File: src/rtl/synth_pkg.sv
// Shared MIDI constants and parser state encoding for the synth control path.
package synth_pkg;

  localparam logic [3:0] NOTE_OFF = 4'h8;
  localparam logic [3:0] NOTE_ON  = 4'h9;
  localparam logic [3:0] CC       = 4'hB;
  localparam logic [3:0] PROG     = 4'hC;
  localparam logic [3:0] CHPRESS  = 4'hD;

  localparam logic [6:0] CC_ALL_NOTES_OFF = 7'd123;

  localparam int unsigned NOTE_W = 8;

  localparam logic [1:0] ST_IDLE    = 2'd0;
  localparam logic [1:0] ST_WAIT_D1 = 2'd1;
  localparam logic [1:0] ST_WAIT_D2 = 2'd2;

  // Program Change and Channel Pressure carry a single data byte.
  function automatic logic is_one_byte(input logic [3:0] kind);
    return (kind == PROG) || (kind == CHPRESS);
  endfunction

endpackage

File: src/rtl/midi_note_ctrl_note_stack.sv
// Last-note-priority held-note stack; index 0 is the oldest entry, r_count-1 the top.
module note_stack
  import synth_pkg::*;
#(
  parameter int unsigned STACK_DEPTH = 4
) (
  input  logic       clk_i,
  input  logic       rst_i,
  input  logic       push_i,
  input  logic       remove_i,
  input  logic       clear_i,
  input  logic [6:0] note_i,
  output logic [6:0] top_o,
  output logic       empty_o,
  output logic       full_o
);

  localparam int unsigned CW = $clog2(STACK_DEPTH + 1);

  logic [6:0]             r_stack [STACK_DEPTH];
  logic [CW-1:0]          r_count;
  logic [STACK_DEPTH-1:0] w_hit;
  logic                   w_found;
  logic [6:0]             w_comp  [STACK_DEPTH];
  logic [CW-1:0]          w_comp_count;
  logic [6:0]             w_next  [STACK_DEPTH];
  logic [CW-1:0]          w_next_count;

  // Removing note_i (if held) is shared by both push and remove.
  always_comb begin
    w_found = 1'b0;
    for (int i = 0; i < STACK_DEPTH; i++) begin
      w_hit[i] = (CW'(i) < r_count) && (r_stack[i] == note_i);
    end
    for (int i = 0; i < STACK_DEPTH - 1; i++) begin
      w_found   = w_found | w_hit[i];
      w_comp[i] = w_found ? r_stack[i+1] : r_stack[i];
    end
    w_comp[STACK_DEPTH-1] = r_stack[STACK_DEPTH-1];
    w_comp_count = (|w_hit) ? (r_count - CW'(1)) : r_count;
  end

  always_comb begin
    w_next       = r_stack;
    w_next_count = r_count;
    if (clear_i) begin
      w_next_count = '0;
    end else if (push_i) begin
      if (w_comp_count == CW'(STACK_DEPTH)) begin
        for (int i = 0; i < STACK_DEPTH - 1; i++) begin
          w_next[i] = w_comp[i+1];
        end
        w_next[STACK_DEPTH-1] = note_i;
        w_next_count          = CW'(STACK_DEPTH);
      end else begin
        w_next = w_comp;
        for (int i = 0; i < STACK_DEPTH; i++) begin
          if (CW'(i) == w_comp_count) w_next[i] = note_i;
        end
        w_next_count = w_comp_count + CW'(1);
      end
    end else if (remove_i) begin
      w_next       = w_comp;
      w_next_count = w_comp_count;
    end
  end

  always_comb begin
    top_o = '0;
    for (int i = 0; i < STACK_DEPTH; i++) begin
      if (CW'(i + 1) == r_count) top_o = r_stack[i];
    end
  end

  assign empty_o = (r_count == '0);
  assign full_o  = (r_count == CW'(STACK_DEPTH));

  always_ff @(posedge clk_i) begin
    if (rst_i) begin
      r_stack <= '{default: '0};
      r_count <= '0;
    end else begin
      r_stack <= w_next;
      r_count <= w_next_count;
    end
  end

endmodule

File: src/rtl/midi_note_ctrl.sv
// MIDI byte-stream parser (one channel, running status) driving the oscillator from a note stack.
module midi_note_ctrl
  import synth_pkg::*;
#(
  parameter logic [3:0]  CHANNEL     = 4'd0,
  parameter int unsigned STACK_DEPTH = 4,
  parameter bit          RETRIGGER   = 1'b1
) (
  input  logic              clk_i,
  input  logic              rst_i,
  input  logic [7:0]        byte_i,
  input  logic              byteValid_i,
  output logic [NOTE_W-1:0] note_o,
  output logic              enable_o,
  output logic              nrstPhase_o,
  output logic [6:0]        velocity_o
);

  logic [1:0] r_state, w_state_d;
  logic [3:0] r_kind, w_kind_d;
  logic       r_ours, w_ours_d;
  logic [6:0] r_d1, w_d1_d;
  logic [6:0] r_hold;
  logic [6:0] r_vel;
  logic       r_nrst;

  logic       w_done;
  logic [6:0] w_c1;
  logic [6:0] w_c2;
  logic       w_push, w_remove, w_clear;
  logic [6:0] w_top;
  logic       w_empty;

  always_comb begin
    w_state_d = r_state;
    w_kind_d  = r_kind;
    w_ours_d  = r_ours;
    w_d1_d    = r_d1;
    w_done    = 1'b0;
    w_c1      = r_d1;
    w_c2      = byte_i[6:0];
    if (byteValid_i) begin
      if (byte_i[7:3] == 5'b11111) begin
        // Real-time bytes pass through without touching parser state.
      end else if (byte_i[7:4] == 4'hF) begin
        w_state_d = ST_IDLE;
      end else if (byte_i[7]) begin
        w_kind_d  = byte_i[7:4];
        w_ours_d  = (byte_i[3:0] == CHANNEL) &&
                    ((byte_i[7:4] == NOTE_OFF) || (byte_i[7:4] == NOTE_ON) || (byte_i[7:4] == CC));
        w_state_d = ST_WAIT_D1;
      end else begin
        case (r_state)
          ST_WAIT_D1: begin
            w_d1_d = byte_i[6:0];
            if (is_one_byte(r_kind)) begin
              w_done = 1'b1;
              w_c1   = byte_i[6:0];
            end else begin
              w_state_d = ST_WAIT_D2;
            end
          end
          ST_WAIT_D2: begin
            w_done    = 1'b1;
            w_state_d = ST_WAIT_D1;
          end
          default: ;
        endcase
      end
    end
  end

  assign w_push   = w_done && r_ours && (r_kind == NOTE_ON) && (w_c2 != 7'd0);
  assign w_remove = w_done && r_ours &&
                    ((r_kind == NOTE_OFF) || ((r_kind == NOTE_ON) && (w_c2 == 7'd0)));
  assign w_clear  = w_done && r_ours && (r_kind == CC) && (w_c1 == CC_ALL_NOTES_OFF);

  note_stack #(
    .STACK_DEPTH(STACK_DEPTH)
  ) u_stack (
    .clk_i   (clk_i),
    .rst_i   (rst_i),
    .push_i  (w_push),
    .remove_i(w_remove),
    .clear_i (w_clear),
    .note_i  (w_c1),
    .top_o   (w_top),
    .empty_o (w_empty),
    .full_o  ()
  );

  always_ff @(posedge clk_i) begin
    if (rst_i) begin
      r_state <= ST_IDLE;
      r_kind  <= 4'h0;
      r_ours  <= 1'b0;
      r_d1    <= 7'd0;
      r_hold  <= 7'd0;
      r_vel   <= 7'd0;
      r_nrst  <= 1'b1;
    end else begin
      r_state <= w_state_d;
      r_kind  <= w_kind_d;
      r_ours  <= w_ours_d;
      r_d1    <= w_d1_d;
      if (!w_empty) r_hold <= w_top;
      if (w_push) r_vel <= w_c2;
      r_nrst <= !(w_push && (RETRIGGER || w_empty));
    end
  end

  // Once the stack empties the last top note keeps driving the oscillator.
  assign note_o      = {1'b0, (w_empty ? r_hold : w_top)};
  assign enable_o    = !w_empty;
  assign nrstPhase_o = r_nrst;
  assign velocity_o  = r_vel;

endmodule

File: config.mk
export PLATFORM = sky130hd
export DESIGN_NAME = midi_note_ctrl
export DESIGN_NICKNAME = d
export VERILOG_FILES = /design/src/rtl/synth_pkg.sv /design/src/rtl/midi_note_ctrl_note_stack.sv /design/src/rtl/midi_note_ctrl.sv
export SDC_FILE = /design/constraint.sdc
export NUM_CORES = 1
export LEC_CHECK = 0
export CELL_PAD_IN_SITES_DETAIL_PLACEMENT = 1
export CELL_PAD_IN_SITES_GLOBAL_PLACEMENT = 1
export CORE_ASPECT_RATIO = 2
export CORE_MARGIN = 4
export CORE_UTILIZATION = 49
export DETAILED_ROUTE_END_ITERATION = 7
export PLACE_DENSITY_LB_ADDON = 0.1
export SETUP_SLACK_MARGIN = 0.15
export SYNTH_ARGS = -nofsm -noshare
export SYNTH_HDL_FRONTEND = slang
export SYNTH_HIERARCHICAL = 1
export SYNTH_SLANG_ARGS = --single-unit
export TNS_END_PERCENT = 30
File: constraint.sdc
create_clock -name clk_i -period 5.7 [get_ports clk_i]
set_clock_uncertainty 0.1 [all_clocks]
set_input_delay 0.57 -clock clk_i [delete_from_list [all_inputs] [get_ports clk_i]]
set_output_delay 0.57 -clock clk_i [all_outputs]
set_load 0.02 [all_outputs]
==> results, run 1 <==
- In the finished design, the share of the clock period the worst path needs comes to 0.792.
- The number of cells produced by synthesis is 527.
- The initial utilization of the core area, before any placement, comes to 0.499.
- The most used flip-flop cell after synthesis is sky130_fd_sc_hd__dfxtp_1.
- In this run, CTS created clock tree buffers numbering 9.
- The async set or reset register ratio after synthesis is 0.
- Sorting the synthesized cells by area gives the leading types as sky130_fd_sc_hd__dfxtp_1 28%, sky130_fd_sc_hd__mux2i_1 7.2%, sky130_fd_sc_hd__mux2_2 6.5%.
- For met1 alone, demand over resource in global routing was 0.289.
- The per-cell routed wire length is 24.3 µm.
- For this design the ratio of total power to cell area is 233 nW/µm².
- The minimum period implied by the final worst setup slack is 4510 ps.
- The fraction of the yosys area taken by sequential cells is 0.278.
- The post-synthesis average cell area is 8.20 µm².
- The maximum fanout encountered on the critical timing path is 17.
- The number of nets in the synthesized netlist is 544.
- The hold violation count in the final report is 0.
- The first global-routing pass estimated 24100 µm of wire.
- The die is 141 µm tall.
- Yosys mapped the design onto 73 distinct sky130hd cell types.
- STA puts the critical path data arrival time at 4610 ps.
- For the final routed database, the setup TNS stands at 0 ps.
- The cts-stage hold buffer count is 0.
- The initial antenna violation count came to 0.
- The number of pins with negative max-slew slack in the final report is 0.
- The synthesized netlist occupies a cell area of 4320 µm².
- The total of fill cells in the finished design is 1060.
- For met2 alone, demand over resource in global routing was 0.573.
- The most numerous cell in the Yosys netlist is sky130_fd_sc_hd__dfxtp_1.
- Max-cap violations in this run came to 0.
- In the final layout, the share of cells above drive strength 1 is 0.126.
- The run finished with clean final reports.
- The transition time at the pin with the least slew margin is 786 ps.
- The sum of routed wire length over all layers is 15400 µm.
- The area of the die is 10500 µm².
- The finished cells cover 4850 µm².
- After detailed routing, the number of vias per cell comes to 6.49.
- For this run, the number of Yosys warnings is 6.
- The family with the most delay on the worst path is simple AND/OR/NAND/NOR gates.
- After detailed placement, the total cell area comes to 4500 µm².
- The share of synthesized area in the top cell type comes to 0.278.
- The width of the die is 74.4 µm.
- The number of gates resized after CTS was 0.
- Once detail routing completed, the nets flagged for antenna violations numbered 0.
- 28 I/O pins were placed.
- Yosys mapped a number of flops with a built-in enable equal to 0.
- The count of clock tree sinks is 60.
- The critical-path cell with the highest stage delay is sky130_fd_sc_hd__clkdlybuf4s50_1.
- The worst-case IR drop observed on VDD is 150 µV.
- The repair_antennas step left the layout with diodes totalling 0.
- The worst hold path belongs to the class reg -> reg.
- The pin count of the biggest net entering global routing is 55.
- During placement, the flow inserted port buffers numbering 26.
- For met3 alone, demand over resource in global routing was 0.0493.
- The cell taking the most area after synthesis is sky130_fd_sc_hd__dfxtp_1.
- Compared with the post-synthesis result, the final layout area differs by 12.3%.
- OpenSTA, run right after detailed placement, puts the worst setup slack at 937 ps.
- The power after layout is 1.13 mW.
- The region available for standard cell placement spans 8650 µm².
- For this run, the detailed router's first-pass iteration total came to 5.
- Synthesis inferred 60 register bits.
- The worst setup path is launched from a primary input.
- In this run the clock root is driven by a sky130_fd_sc_hd__clkbuf_16.
- The sum of buffers and inverters on the critical path is 1.
- Setup violations remaining at the end of the flow were counted as 0.
- For this design the static power due to leakage is 1.87 nW.
- The weighted congestion at the end of routability-driven global placement is 0.958.
- The clock latency on the worst-skew pair is 330 ps.
- The remaining design rule violation count is 0.
- Counting instances in the post-synthesis netlist gives the leading cell types as 60 x sky130_fd_sc_hd__dfxtp_1, 58 x sky130_fd_sc_hd__nand2_1, 47 x sky130_fd_sc_hd__nor2_1.
- Once the clock tree was built, the setup fixing pass inserted 0 buffers.
- After clock tree synthesis, the clock-pin slew on the worst setup and hold paths is 50 ps.
- After global routing, the most crowded layer is met2.
- The critical path goes through clkdlybuf4s50_1 -> nor3b_4 -> mux2_2 -> xnor2_1 -> nand4_1 -> or4_4 -> nand4_4 -> mux2i_1 -> o21ai_0 -> a222oi_1 -> nor2_1.
- The worst hold slack across all endpoints is 380 ps.
- The depth of the CTS H-tree is 3.
- After layout, the worst setup slack is 1190 ps.
- At the end of the flow, the number of nets in the layout was 545.
- For this run, the total global-route usage over all layers was measured as 0.307.
- The highest clock frequency the design can meet is 0.222 GHz.
- The detailed router's first-iteration violation count is 293.
- In this run the core area contains 48 standard-cell rows.
- In this run the deepest clock path goes through 2 buffers.
- The kind of capture point of the worst setup path is a register.
- The number of global-route vias before repair was 4420.
- The total via count in the routed design is 4110.
- The type of the worst setup path is in -> reg.
- The largest single stage delay on the critical path is 570 ps.
- In this run the tightest slew margin relative to its limit is 0.475.
- The residual overflow from global routing is 0.
- TritonCTS built the clock tree.
- The half-perimeter wire length of the detailed placement result is 11400 µm.
- Setup repair after global routing left no endpoint under its margin.
- The required time at the endpoint of the critical path is 5790 ps.
## logic make-up (layout without fill, tap and decap cells)
| family | count (synthesis) | after routing | share of synthesized area |
|---|---|---|---|
| simple gates | 180 | 180 | 0.221 |
| compound gates | 127 | 127 | 0.200 |
| buf+inv | 62 | 68 | 0.0724 |
| fa+ha+maj | 6 | 6 | 0.0174 |
| other cells | 1 | 1 | 0.000868 |
| flops | 60 | 60 | 0.278 |
| xor+xnor | 33 | 33 | 0.0669 |
| mux | 58 | 58 | 0.143 |
## stage by stage
stage / util / std cells
final: 0.561 / 633
after global routing: 0.561 / 633
after CTS: 0.561 / 633
after detailed placement: 0.520 / 617
after global placement: 0.520 / 617
after floorplan: - / 527
## metal layers
metal,vias to the layer above,share of wire
met1,2035,0.33
met4,0,0.069
li1,1884,-
met5,-,0
met3,69,0.034
met2,122,0.57
## placed cells by master (no fill, tap or decap), types with 7 or more instances in the layout
cell type                         netlist  routed
sky130_fd_sc_hd__dfxtp_1               60      60
sky130_fd_sc_hd__nor2b_1               11      11
sky130_fd_sc_hd__o21ai_0               29      29
sky130_fd_sc_hd__clkdlybuf4s50_1        0      25
sky130_fd_sc_hd__nand2_1               58      58
sky130_fd_sc_hd__mux2i_1               31      31
sky130_fd_sc_hd__nand3_1               14      14
sky130_fd_sc_hd__a21oi_1               30      30
sky130_fd_sc_hd__a211oi_1              13      13
sky130_fd_sc_hd__nor3_1                10       9
sky130_fd_sc_hd__mux2_2                25      25
sky130_fd_sc_hd__xnor2_1               10      10
sky130_fd_sc_hd__o211ai_1               7       7
sky130_fd_sc_hd__nor2_1                47      47
sky130_fd_sc_hd__xor2_1                23      23
sky130_fd_sc_hd__inv_1                 23      23
sky130_fd_sc_hd__clkbuf_16              0       9
## worst min-delay path, delay by kind of cell, from the launching register on
| kind | cells | cell delay (ps) |
|---|---|---|
| DFF | 1 | 310 |
| AOI/OAI and AO/OA | 2 | 130 |
## worst paths after layout
check | from | endpoint | slack, ps | cells after the start
worst max-delay path | byte_i[7] | u_stack/r_stack[27] | 1190 | 11
worst min-delay path | velocity_o[3] | velocity_o[3] | 380 | 2
worst max register to register | r_state[1] | u_stack/r_stack[27] | 1280 | 13
worst min register to register | velocity_o[3] | velocity_o[3] | 380 | 2
## power breakdown
| part | switching [mW] | internal, mW |
|---|---|---|
| clock network | 0.210 | 0.439 |
| registers | 0.00439 | 0.423 |
| logic | 0.0327 | 0.0185 |
## state kept, by name, summed over array words and instances (netlist names)
signal / count
u_stack/r_stack: 28
r_d1: 7
velocity_o: 7
r_kind: 4
r_ours: 1
u_stack/r_count: 3
r_state: 2
r_hold: 7
nrstPhase_o: 1
## layout make-up
| cell class | instances | area (µm²) | area share |
|---|---|---|---|
| sequential | 60 | 1200 | 0.248 |
| clock buffer | 10 | 239 | 0.0493 |
| timing repair buffer | 29 | 278 | 0.0573 |
| tap | 100 | 125 | 0.0258 |
| inverter | 23 | 86.3 | 0.0178 |
| clock inverter | 6 | 111 | 0.0230 |
| multi-input combinational | 405 | 2810 | 0.579 |
No activity file was read; power rests on OpenSTA's default activity.
==> inputs of run 2 (changes only) <==
--- a/config.mk
+++ b/config.mk
@@ -9,7 +9,7 @@
 export CELL_PAD_IN_SITES_GLOBAL_PLACEMENT = 1
 export CORE_ASPECT_RATIO = 2
 export CORE_MARGIN = 4
-export CORE_UTILIZATION = 49
+export CORE_UTILIZATION = 41
 export DETAILED_ROUTE_END_ITERATION = 7
 export PLACE_DENSITY_LB_ADDON = 0.1
 export SETUP_SLACK_MARGIN = 0.15
==> constraint.sdc (replaced) <==
create_clock -name clk_i -period 4.1 [get_ports clk_i]
set_clock_uncertainty 0.1 [all_clocks]
set_input_delay 0.41 -clock clk_i [delete_from_list [all_inputs] [get_ports clk_i]]
set_output_delay 0.41 -clock clk_i [all_outputs]
set_load 0.02 [all_outputs]
==> run 2 against run 1 <==
Effect of this change: sequential power is 39% higher; worst setup slack got worse by 950 ps; power rose by 34%; sequential share of layout area decreased by 2.5 points; hold slack got worse by 1.7 ps; global-route usage fell by 4.2 points; largest power group unchanged; clock power grew 30%.
==> results, run 2 (synthesis gave the netlist of run 1 again) <==
- The initial antenna violation count is 0.
- Setup slack on the worst reg-to-reg path comes out at 240 ps.
- The depth of the worst register-to-register path is 16.
- The minimum setup slack after placement is -30.9 ps.
- The first detailed-routing pass ran for 6 iterations.
- The worst pin sits at a relative slew slack of 0.514.
- The highest clock frequency the design can meet is 0.259 GHz.
- Setup repair after global routing left no endpoint under its margin.
- The buffer levels on the longest clock path is 2.
- The post-route core utilization is 0.528.
- Summed over all layers, the global routing overflow is 0.
- The total number of nets in the final design is 595.
- The floorplan step defined a die boundary enclosing 12300 µm².
- The total area inside the core boundary comes to 10200 µm².
- The detail route stage leaves a number of antenna-violating nets equal to 0.
- The worst hold slack across all endpoints is 378 ps.
- The mean number of vias per cell is 5.96.
- Setup violations remaining at the end of the flow were counted as 0.
- The weighted congestion at the end of routability-driven global placement is 0.948.
- The worst hold path class is reg -> reg.
- The area after detailed placement is 4910 µm².
- The routed layout has 4276 vias.
- The run finished with clean final reports.
- STA classifies the critical path endpoint as a register.
- The tool flagged a number of max-cap violations equal to 0.
- The maximum fanout encountered on the critical timing path is 9.
- The pin count of the biggest net entering global routing is 54.
- The kind of start point of the critical path is a register.
- The number of global-route vias before repair is 4553.
- At the worst endpoint, the arrival time is 4000 ps.
- Leaving out fill and tap cells, the most frequent cells in the layout are 60 x sky130_fd_sc_hd__dfxtp_1, 57 x sky130_fd_sc_hd__nand2_1, 48 x sky130_fd_sc_hd__buf_4.
- The power per standard cell area is 281 nW/µm².
- The width of the die is 80.6 µm.
- The leakage power figure is 2.13 nW.
- The cts-stage hold buffer count is 0.
- The remaining design rule violation count is 0.
- The most common library cell in the layout ignoring fill and taps is sky130_fd_sc_hd__dfxtp_1.
- The count of standard-cell rows is 52.
- The wire length of the first global-routing pass is 24600 µm.
- The worst hold path cell count is 2.
- The clock tree from TritonCTS is done.
- Data on the critical path is required at its endpoint by 4230 ps.
- The number of top-level pins is 28.
- The number of pins with negative max-slew slack in the final report was 0.
- The critical path in this run is classified as reg -> reg.
- In this run the critical register-to-register path is captured at u_stack/r_stack[16].
- During placement, the flow inserted port buffers numbering 26.
- The per-cell routed wire length is 22.6 µm.
- The beginning of the worst register-to-register path is r_state[1].
- The maximum vdd ir drop is 205 µV.
- The number of antenna diodes in the final layout is 0.
- The post-layout worst setup margin is 237 ps.
- The final cycle utilization of the critical path is 0.942.
- The critical path starts at r_state[1].
- Once detailed placement completed, the half-perimeter wirelength came to 12500 µm.
- The hold violation count in the final report is 0.
- In this run, CTS created clock tree buffers numbering 9.
- The detailed router finished its first iteration with 178 violations.
- For the finished layout, the period the worst path requires is 3860 ps.
- The clock-pin slew of the registers on the worst-case setup and hold paths is 50 ps.
- CTS built an H-tree with a depth of 3.
- The starting utilization of the core area is 0.423.
- Once layout is done, the placed cells without fillers occupy 5390 µm².
- The area overhead of the layout relative to synthesis is 24.8%.
- At the pin with the least slew margin, the transition time is 724 ps.
- The clock latency on the worst-skew pair is 330 ps.
- The tree is rooted in a sky130_fd_sc_hd__clkbuf_16.
- In this run the vertical extent of the chip is 153 µm.
- The register with the most flip-flops in the layout has 28 of them.
- The global routing usage summed across all routing layers is 0.265.
- Clock tree synthesis found a total of 60 sinks.
- The fraction of layout instances using a drive strength above 1 is 0.222.
- The sum of routed wire length over all layers is 16200 µm.
- The register containing the most flip-flops in the final layout is u_stack/r_stack.
- The end point of the critical path is u_stack/r_stack[16].
[run 2: cell count changes in the layout (fill, tap and decap cells not counted), sizes merged]
cell / change
buf: +49
bufinv: -1
nand4: +1
clkinv: -1
clkbuf: +1
[run 2: repair_timing]
| action | 4_1_cts | 5_1_grt |
|---|---|---|
| endpoints found under the setup margin | 1 | 29 |
| gates resized for setup | 1 | 18 |
| cloned | 0 | 1 |
| pin swaps | 0 | 6 |
| setup buffers | 0 | 5 |
[run 2: layout make-up]
class / count / area (µm²)
sequential: 60 / 1200
timing repair buffer: 78 / 696
clock inverter: 4 / 72.6
clock buffer: 11 / 253
inverter: 23 / 86.3
fill: 1263 / 4820
multi-input combinational: 406 / 2910
tap: 135 / 169
[run 2: metrics by stage]
| stage | instances | power (mW) | setup TNS (ps) |
|---|---|---|---|
| after floorplan | 527 | 0.650 | 0 |
| after global placement | 696 | 0.680 | 0 |
| after detailed placement | 696 | 0.682 | -30.9 |
| after CTS | 711 | 1.53 | 0 |
| after global routing | 717 | 1.56 | 0 |
| final | 717 | 1.51 | 0 |
[run 2: how the worst min path moves through the flow]
stage | slack (ps) | endpoint | from
finish | 380 | velocity_o[0] | velocity_o[0]
global route | 410 | velocity_o[4] | velocity_o[4]
CTS | 380 | velocity_o[5] | velocity_o[5]
detailed placement | 370 | velocity_o[4] | velocity_o[4]
global placement | 360 | velocity_o[5] | velocity_o[5]
floorplan | 360 | r_ours | r_ours
[run 2: routing by layer]
layer | vias to the layer above | track usage | routed length, µm
met5 | - | 0 | 0
met4 | 0 | 0.189 | 1210
met3 | 64 | 0.0495 | 406
met2 | 111 | 0.496 | 9100
met1 | 2118 | 0.242 | 5450
li1 | 1983 | - | -
[run 2: power by group]
group	switching, mW	leakage [nW]	internal, mW
combinational	0.0473	1.49	0.0316
clock	0.282	0.158	0.561
sequential	0.00481	0.484	0.589
total	0.334	2.13	1.18
[run 2: critical path, stage by stage, from the launching register on]
cell	delay, ps
sky130_fd_sc_hd__dfxtp_1	310
sky130_fd_sc_hd__inv_1	80
sky130_fd_sc_hd__ha_2	210
sky130_fd_sc_hd__nand4b_4	120
sky130_fd_sc_hd__nor3b_4	250
sky130_fd_sc_hd__buf_12	160
sky130_fd_sc_hd__mux2_4	360
sky130_fd_sc_hd__buf_12	150
sky130_fd_sc_hd__xor2_1	160
sky130_fd_sc_hd__or4_4	580
sky130_fd_sc_hd__nand4_4	180
sky130_fd_sc_hd__buf_4	160
sky130_fd_sc_hd__mux2i_2	240
sky130_fd_sc_hd__buf_4	200
sky130_fd_sc_hd__a22o_1	170
sky130_fd_sc_hd__a221oi_1	80
sky130_fd_sc_hd__a211oi_1	240
==> inputs of run 3 (changes only) <==
--- a/config.mk
+++ b/config.mk
@@ -5,9 +5,9 @@
 export SDC_FILE = /design/constraint.sdc
 export NUM_CORES = 1
 export LEC_CHECK = 0
+export CAP_MARGIN = 10
 export CELL_PAD_IN_SITES_DETAIL_PLACEMENT = 1
 export CELL_PAD_IN_SITES_GLOBAL_PLACEMENT = 1
-export CORE_ASPECT_RATIO = 2
 export CORE_MARGIN = 4
 export CORE_UTILIZATION = 41
 export DETAILED_ROUTE_END_ITERATION = 7
==> run 3 against run 2 <==
Effect of this change: flip-flop and latch count did not move; combinational power fell by 8.4%; clock-buffer cell count did not move; design area fell by 5.5%; core utilization fell by 3.2 points; sequential power barely moved; critical endpoint unchanged.
==> results, run 3 (synthesis gave the netlist of run 1 again) <==
- The met1 wire length is 6590 µm.
- The total number of nets in the final design is 575.
- Setup violations remaining at the end of the flow were counted as 0.
- The worst setup path is of the reg -> reg kind.
- The critical path's most frequent cell is sky130_fd_sc_hd__buf_4.
- The depth of the CTS H-tree is 3.
- The TritonCTS buffer count is 9.
- The buffer levels on the longest clock path is 2.
- The region available for standard cell placement spans 10300 µm².
- The maximum vdd ir drop is 138 µV.
- The register with the most flip-flops in the final layout is u_stack/r_stack.
- Clock latency on the worst-skew pair, taken at its later pin, is 350 ps.
- The most common library cell in the layout ignoring fill and taps is sky130_fd_sc_hd__dfxtp_1.
- The critical-path cell with the highest stage delay is sky130_fd_sc_hd__or4_4.
- After detailed routing, the average wire length per cell comes to 21.9 µm.
- Counting both buffers and inverters, the worst setup path holds a total of 4.
- The highest metal layer with signal wires is met4.
- In the layout the commonest cells are 60 x sky130_fd_sc_hd__dfxtp_1, 57 x sky130_fd_sc_hd__nand2_1, 47 x sky130_fd_sc_hd__nor2_1.
- After legalization and detailed placement, the total HPWL measured 11500 µm.
- The total area of sequential cells is 1200 µm².
- The remaining antenna violation count is 0.
- Grouping stages by cell kind, the critical path spends the most delay in simple AND/OR/NAND/NOR gates.
- The final cell count without fillers is 698.
- Walking the worst path, the cells encountered are inv_1 -> ha_2 -> nand4b_4 -> nor3b_4 -> buf_4 -> mux2_4 -> xnor2_1 -> nand4_1 -> or4_4 -> nand4_4 -> mux2i_1 -> buf_4 -> buf_12 -> a22o_1 -> a221oi_1 -> a211oi_1.
- Before antenna repair, the detailed router went through 7 iterations.
- The worst hold path class is reg -> reg.
- The clock-pin slew of the registers on the worst-case setup and hold paths is 80 ps.
- The cts-stage hold buffer count is 0.
- The first global-routing pass estimated 24000 µm of wire.
- For this run, the top clock speed supported by timing is 0.264 GHz.
- The power after layout is 1.26 mW.
- Across every metal layer, demand over resource in global routing totals 0.247.
- The root buffer cell is sky130_fd_sc_hd__clkbuf_8.
- The final cycle utilization of the critical path is 0.922.
- The power per standard cell area is 246 nW/µm².
- Including well taps, the total number of placed cells is 678.
- Setup repair after global routing left no endpoint under its margin.
- The sum of routed wire length over all layers is 15300 µm.
- The die covers 12200 µm².
- The leakage power figure is 1.97 nW.
- STA puts the critical path data required time at 4220 ps.
- The transition time at the pin with the least slew margin is 719 ps.
- The register with the most flip-flops in the layout has 28 of them.
- The total via count in the routed design is 4221.
- The maximum fanout encountered on the critical timing path is 10.
- In this run the core area contains 37 standard-cell rows.
- The fraction of layout instances using a drive strength above 1 is 0.180.
- The area overhead of the layout relative to synthesis is 18.0%.
- The height of the die is 111 µm.
- The width of the die is 111 µm.
- Setup slack on the worst reg-to-reg path comes out at 320 ps.
- Headroom to the max-slew limit came out at 0.520.
- The remaining design rule violation count is 0.
- The number of global-route vias before repair was 4334.
- The pin count of the biggest net entering global routing is 33.
- The initial antenna violation count is 0.
- The kind of capture point of the worst setup path is a register.
- The routed length on met2 is 7680 µm.
- After global routing the overflow that remains totals 0.
- The clock tree from TritonCTS is done.
- Fill cells in the final layout number 1276.
- The delay of the slowest cell on the worst path is 540 ps.
- The number of pins with negative max-slew slack in the final report is 0.
- The run finished with clean final reports.
- Using the TritonRoute via totals, the vias-per-cell ratio works out to 6.05.
- The hold violation count in the final report is 0.
- The first routing iteration left 297 violations.
- The total of max-cap violations is 0.
- Adding up every negative setup slack in the final design gives 0 ps.
- The critical path data arrival time is 3900 ps.
- The count of input and output buffers is 26.
- The area of the multi-input gates is 2910 µm².
- At the end of routability-driven placement, the weighted congestion stood at 0.885.
- In the detailed route, the total length drawn on met3 is 593 µm.
- The count of clock tree sinks is 60.
- The number of antenna diodes in the final layout is 0.
- The clock period could shrink to 3780 ps.
- STA classifies the critical path startpoint as a register.
- The starting utilization of the core area is 0.420.
- Hold timing on the final database bottoms out at a slack of 381 ps.
- The number of top-level pins is 28.
[run 3: changes by cell type in the layout (fill, tap and decap cells not counted), moves of 2 or more]
cell and delta:
sky130_fd_sc_hd__a211oi_2 -2, sky130_fd_sc_hd__mux2_2 -3, sky130_fd_sc_hd__clkbuf_16 -9, sky130_fd_sc_hd__buf_12 -2
sky130_fd_sc_hd__mux2i_4 +2, sky130_fd_sc_hd__buf_4 -18, sky130_fd_sc_hd__mux2_4 +3, sky130_fd_sc_hd__a211oi_1 +2
sky130_fd_sc_hd__clkbuf_1 +2, sky130_fd_sc_hd__clkbuf_8 +7
[run 3: final timing paths]
path,start,to,cells after the start
min,velocity_o[3],velocity_o[3],2
max reg2reg,r_state[1],u_stack/r_stack[16],16
min reg2reg,velocity_o[3],velocity_o[3],2
max,r_state[1],u_stack/r_stack[16],16
[run 3: worst register-to-register path, cell delays in order (launching register included)]
cell	delay [ps]
sky130_fd_sc_hd__dfxtp_1	320
sky130_fd_sc_hd__inv_1	70
sky130_fd_sc_hd__ha_2	210
sky130_fd_sc_hd__nand4b_4	140
sky130_fd_sc_hd__nor3b_4	210
sky130_fd_sc_hd__buf_4	210
sky130_fd_sc_hd__mux2_4	380
sky130_fd_sc_hd__xnor2_1	180
sky130_fd_sc_hd__nand4_1	110
sky130_fd_sc_hd__or4_4	540
sky130_fd_sc_hd__nand4_4	180
sky130_fd_sc_hd__mux2i_1	90
sky130_fd_sc_hd__buf_4	160
sky130_fd_sc_hd__buf_12	140
sky130_fd_sc_hd__a22o_1	200
sky130_fd_sc_hd__a221oi_1	330
sky130_fd_sc_hd__a211oi_1	90
[run 3: layout make-up]
type / instances / share of cell area
well taps: 136 / 0.0334
inverters: 23 / 0.0169
clock buffers: 11 / 0.0258
multi-input cells: 406 / 0.571
flip-flops and latches: 60 / 0.236
clock inverters: 4 / 0.0147
repair buffers: 58 / 0.102
[run 3: per-stage QoR]
stage / area, µm² / util / worst slack (ps)
6_report: 5100 / 0.496 / 318
5_1_grt: 5100 / 0.496 / 140
4_1_cts: 4960 / 0.483 / 159
3_5_place_dp: 4760 / 0.463 / 71.2
3_3_place_gp: 4760 / 0.463 / 108
2_1_floorplan: 4320 / - / 493
[run 3: repair_timing]
action | 4_1_cts | 5_1_grt
buffers inserted | 0 | 4
endpoints found under the hold margin | 0 | 0
gates resized for setup | 0 | 19
setup endpoints to repair | 0 | 29
[run 3: per-layer routing]
metal  up-vias  track usage
met1      2135        0.311
li1       1942            -
met4         0       0.0821
met5         -            0
met2       115        0.430
met3        29       0.0367
[run 3: where the power goes]
group          internal [mW]  switching [mW]
clock                  0.340           0.251
sequential             0.588         0.00564
combinational         0.0283          0.0439
total                  0.955           0.300
==> edit (settings of run 2) <==
Add an input register stage for `byte_i` and `byteValid_i`, cleared by the reset; this delays them by one clock.
--- a/src/rtl/midi_note_ctrl.sv
+++ b/src/rtl/midi_note_ctrl.sv
@@ -15,6 +15,19 @@
   output logic              nrstPhase_o,
   output logic [6:0]        velocity_o
 );
+
+  logic [7:0] byte_q;
+  logic byteValid_q;
+
+  always_ff @(posedge clk_i) begin
+    if (rst_i) begin
+      byte_q      <= '0;
+      byteValid_q <= '0;
+    end else begin
+      byte_q      <= byte_i;
+      byteValid_q <= byteValid_i;
+    end
+  end
 
   logic [1:0] r_state, w_state_d;
   logic [3:0] r_kind, w_kind_d;
@@ -38,24 +51,24 @@
     w_d1_d    = r_d1;
     w_done    = 1'b0;
     w_c1      = r_d1;
-    w_c2      = byte_i[6:0];
-    if (byteValid_i) begin
-      if (byte_i[7:3] == 5'b11111) begin
+    w_c2      = byte_q[6:0];
+    if (byteValid_q) begin
+      if (byte_q[7:3] == 5'b11111) begin
         // Real-time bytes pass through without touching parser state.
-      end else if (byte_i[7:4] == 4'hF) begin
+      end else if (byte_q[7:4] == 4'hF) begin
         w_state_d = ST_IDLE;
-      end else if (byte_i[7]) begin
-        w_kind_d  = byte_i[7:4];
-        w_ours_d  = (byte_i[3:0] == CHANNEL) &&
-                    ((byte_i[7:4] == NOTE_OFF) || (byte_i[7:4] == NOTE_ON) || (byte_i[7:4] == CC));
+      end else if (byte_q[7]) begin
+        w_kind_d  = byte_q[7:4];
+        w_ours_d  = (byte_q[3:0] == CHANNEL) &&
+                    ((byte_q[7:4] == NOTE_OFF) || (byte_q[7:4] == NOTE_ON) || (byte_q[7:4] == CC));
         w_state_d = ST_WAIT_D1;
       end else begin
         case (r_state)
           ST_WAIT_D1: begin
-            w_d1_d = byte_i[6:0];
+            w_d1_d = byte_q[6:0];
             if (is_one_byte(r_kind)) begin
               w_done = 1'b1;
-              w_c1   = byte_i[6:0];
+              w_c1   = byte_q[6:0];
             end else begin
               w_state_d = ST_WAIT_D2;
             end
Function: changed (Yosys sat finds a counterexample within 4 cycles, from zero or initial values and one cycle with rst_i high).
==> edit against run 2 <==
Sequential power grew 16%; worst setup slack worse by 0.0072 ns; count of clock-buffer cells in the layout fell by 1; area after synthesis up 4.2%; largest power group unchanged; total power down 2.6%; design area is 1.9% higher; die area up 3.9%; sequential cell count is 9 higher; wire length is 11% higher; synthesized cell count is 2.3% higher; register-to-register slack improved by 0.05 ns.
==> edit: results (changes against run 2) <==
| Metric | Value |
|---|---|
| Slew HR | 0.5512 (+0.03743) |
| Area contributors post-synth | dfxtp_1, mux2i_1, mux2_2 |
| Period utilization | 0.9440 (+0.001754) |
| Layout Nets | 600 (+0.84%) |
| CP top delay family | compound AO/OA/AOI/OAI gates |
| Crit path max fanout | 10 (+1) |
| Worst Setup SP | u_stack/r_count[1] |
| DP Worst Slack | 0.03785 ns (+0.06878 ns) |
| Worst setup endpoint | note_o[6] |
| TritonRoute pass-1 iters | 5 (-1) |
| DRT iter0 DRCs | 279 (+57%) |
| Hold WS | 0.3814 ns (+0.003322 ns) |
| Worst R2R End | u_stack/r_stack[18] |
| Commonest cells in the netlist | dfxtp_1, nand2_1, nor2_1, mux2i_1, o21ai_0 |
| Synth unique cells | 64 (-12%) |
| FF+latch area | 1383 um^2 (+15%) |
| Share of layout cells above drive strength 1 | 0.2058 (-0.01587) |
| Max stage delay on crit path | 0.60 ns (+0.02 ns) |
| VDD IR max | 0.2589 mV (+27%) |
| IO buf count | 26 (unchanged) |
| Leak Pwr | 2.168 nW (+1.6%) |
| Total GRT Usage | 0.2868 (+0.02171) |
| Hold_sp | velocity_o[4] |
| Register area share after synthesis | 0.3070 (+0.02891) |
| Placed cell area | 4995 um^2 (+1.7%) |
| Wire length of the first global-routing pass | 26,830 um (+9.2%) |
| Pint | 1.112 mW (-5.8%) |
| Cell count after synthesis | 539 (+2.3%) |
| CP Data Arrival Time | 3.36 ns (-0.64 ns) |
| DP Wirelength | 13,420 um (+7.4%) |
| Final GP Congestion | 0.9632 (+1.6%) |
| Syn Nets | 556 (+2.2%) |
| Fillers | 1,281 (+1.4%) |
| Outcome | completed |
| Pin count of the biggest net entering global routing | 35 (-35%) |
| R2r worst-path depth | 17 (+1) |
| Reg-to-reg setup timing slack | 0.29 ns (+0.05 ns) |
| Total number of vias | 4,471 (+4.6%) |
| Vias in the first global route | 4,762 (+4.6%) |
| Vias/cell | 6.167 (+3.4%) |
| Number of instances in the placed design | 698 (+0.29%) |
-- edit: power by group through the flow --
stage / registers (mW) / logic [mW] / clock network (mW)
after detailed placement: 0.701 / 0.0547 / 0
after CTS: 0.686 / 0.0548 / 0.751
final: 0.687 / 0.0554 / 0.734
after global routing: 0.687 / 0.0609 / 0.783
after floorplan: 0.698 / 0.0297 / 0
after global placement: 0.701 / 0.0529 / 0
-- edit: what timing repair did --
action / in CTS / in global routing
pin swaps: 1 / 9
gates cloned: 0 / 1
buffers inserted: 1 / 9
setup endpoints to repair: 19 / 29
resized for setup: 2 / 26
-- edit: kinds of logic after synthesis --
kind of cell	count (synthesis)	synth area share
buffers and inverters	60	0.05979
AND/OR/NAND/NOR	184	0.2197
flip-flops	69	0.3070
AO/OA/AOI/OAI	125	0.1877
other	1	0.0008335
multiplexers	61	0.1440
adder cells (fa/ha/maj)	6	0.01668
XOR/XNOR	33	0.06424
-- edit: worst min-delay path, cell delays in order (launching register included) --
cell and delay (ns):
dfxtp_1 0.31, o21ai_0 0.07, a21oi_1 0.06
-- edit: per-layer routing --
layer | part of all wire | routed length (um) | up-vias | global-route usage
met5 | 0 | 0 | - | 0
met4 | 0.085 | 1513 | 0 | 0.2227
met3 | 0.038 | 679 | 80 | 0.04624
met2 | 0.55 | 9917 | 157 | 0.5272
met1 | 0.32 | 5773 | 2222 | 0.2662
li1 | - | - | 2012 | -
-- edit: area by class of cell --
cell class | instances | area share
Timing Repair Buffer | 70 | 0.1103
Multi-Input combinational cell | 411 | 0.5416
Tap cell | 137 | 0.03121
Clock buffer | 10 | 0.04170
Sequential cell | 69 | 0.2518
Clock inverter | 6 | 0.008430
Inverter | 22 | 0.01504
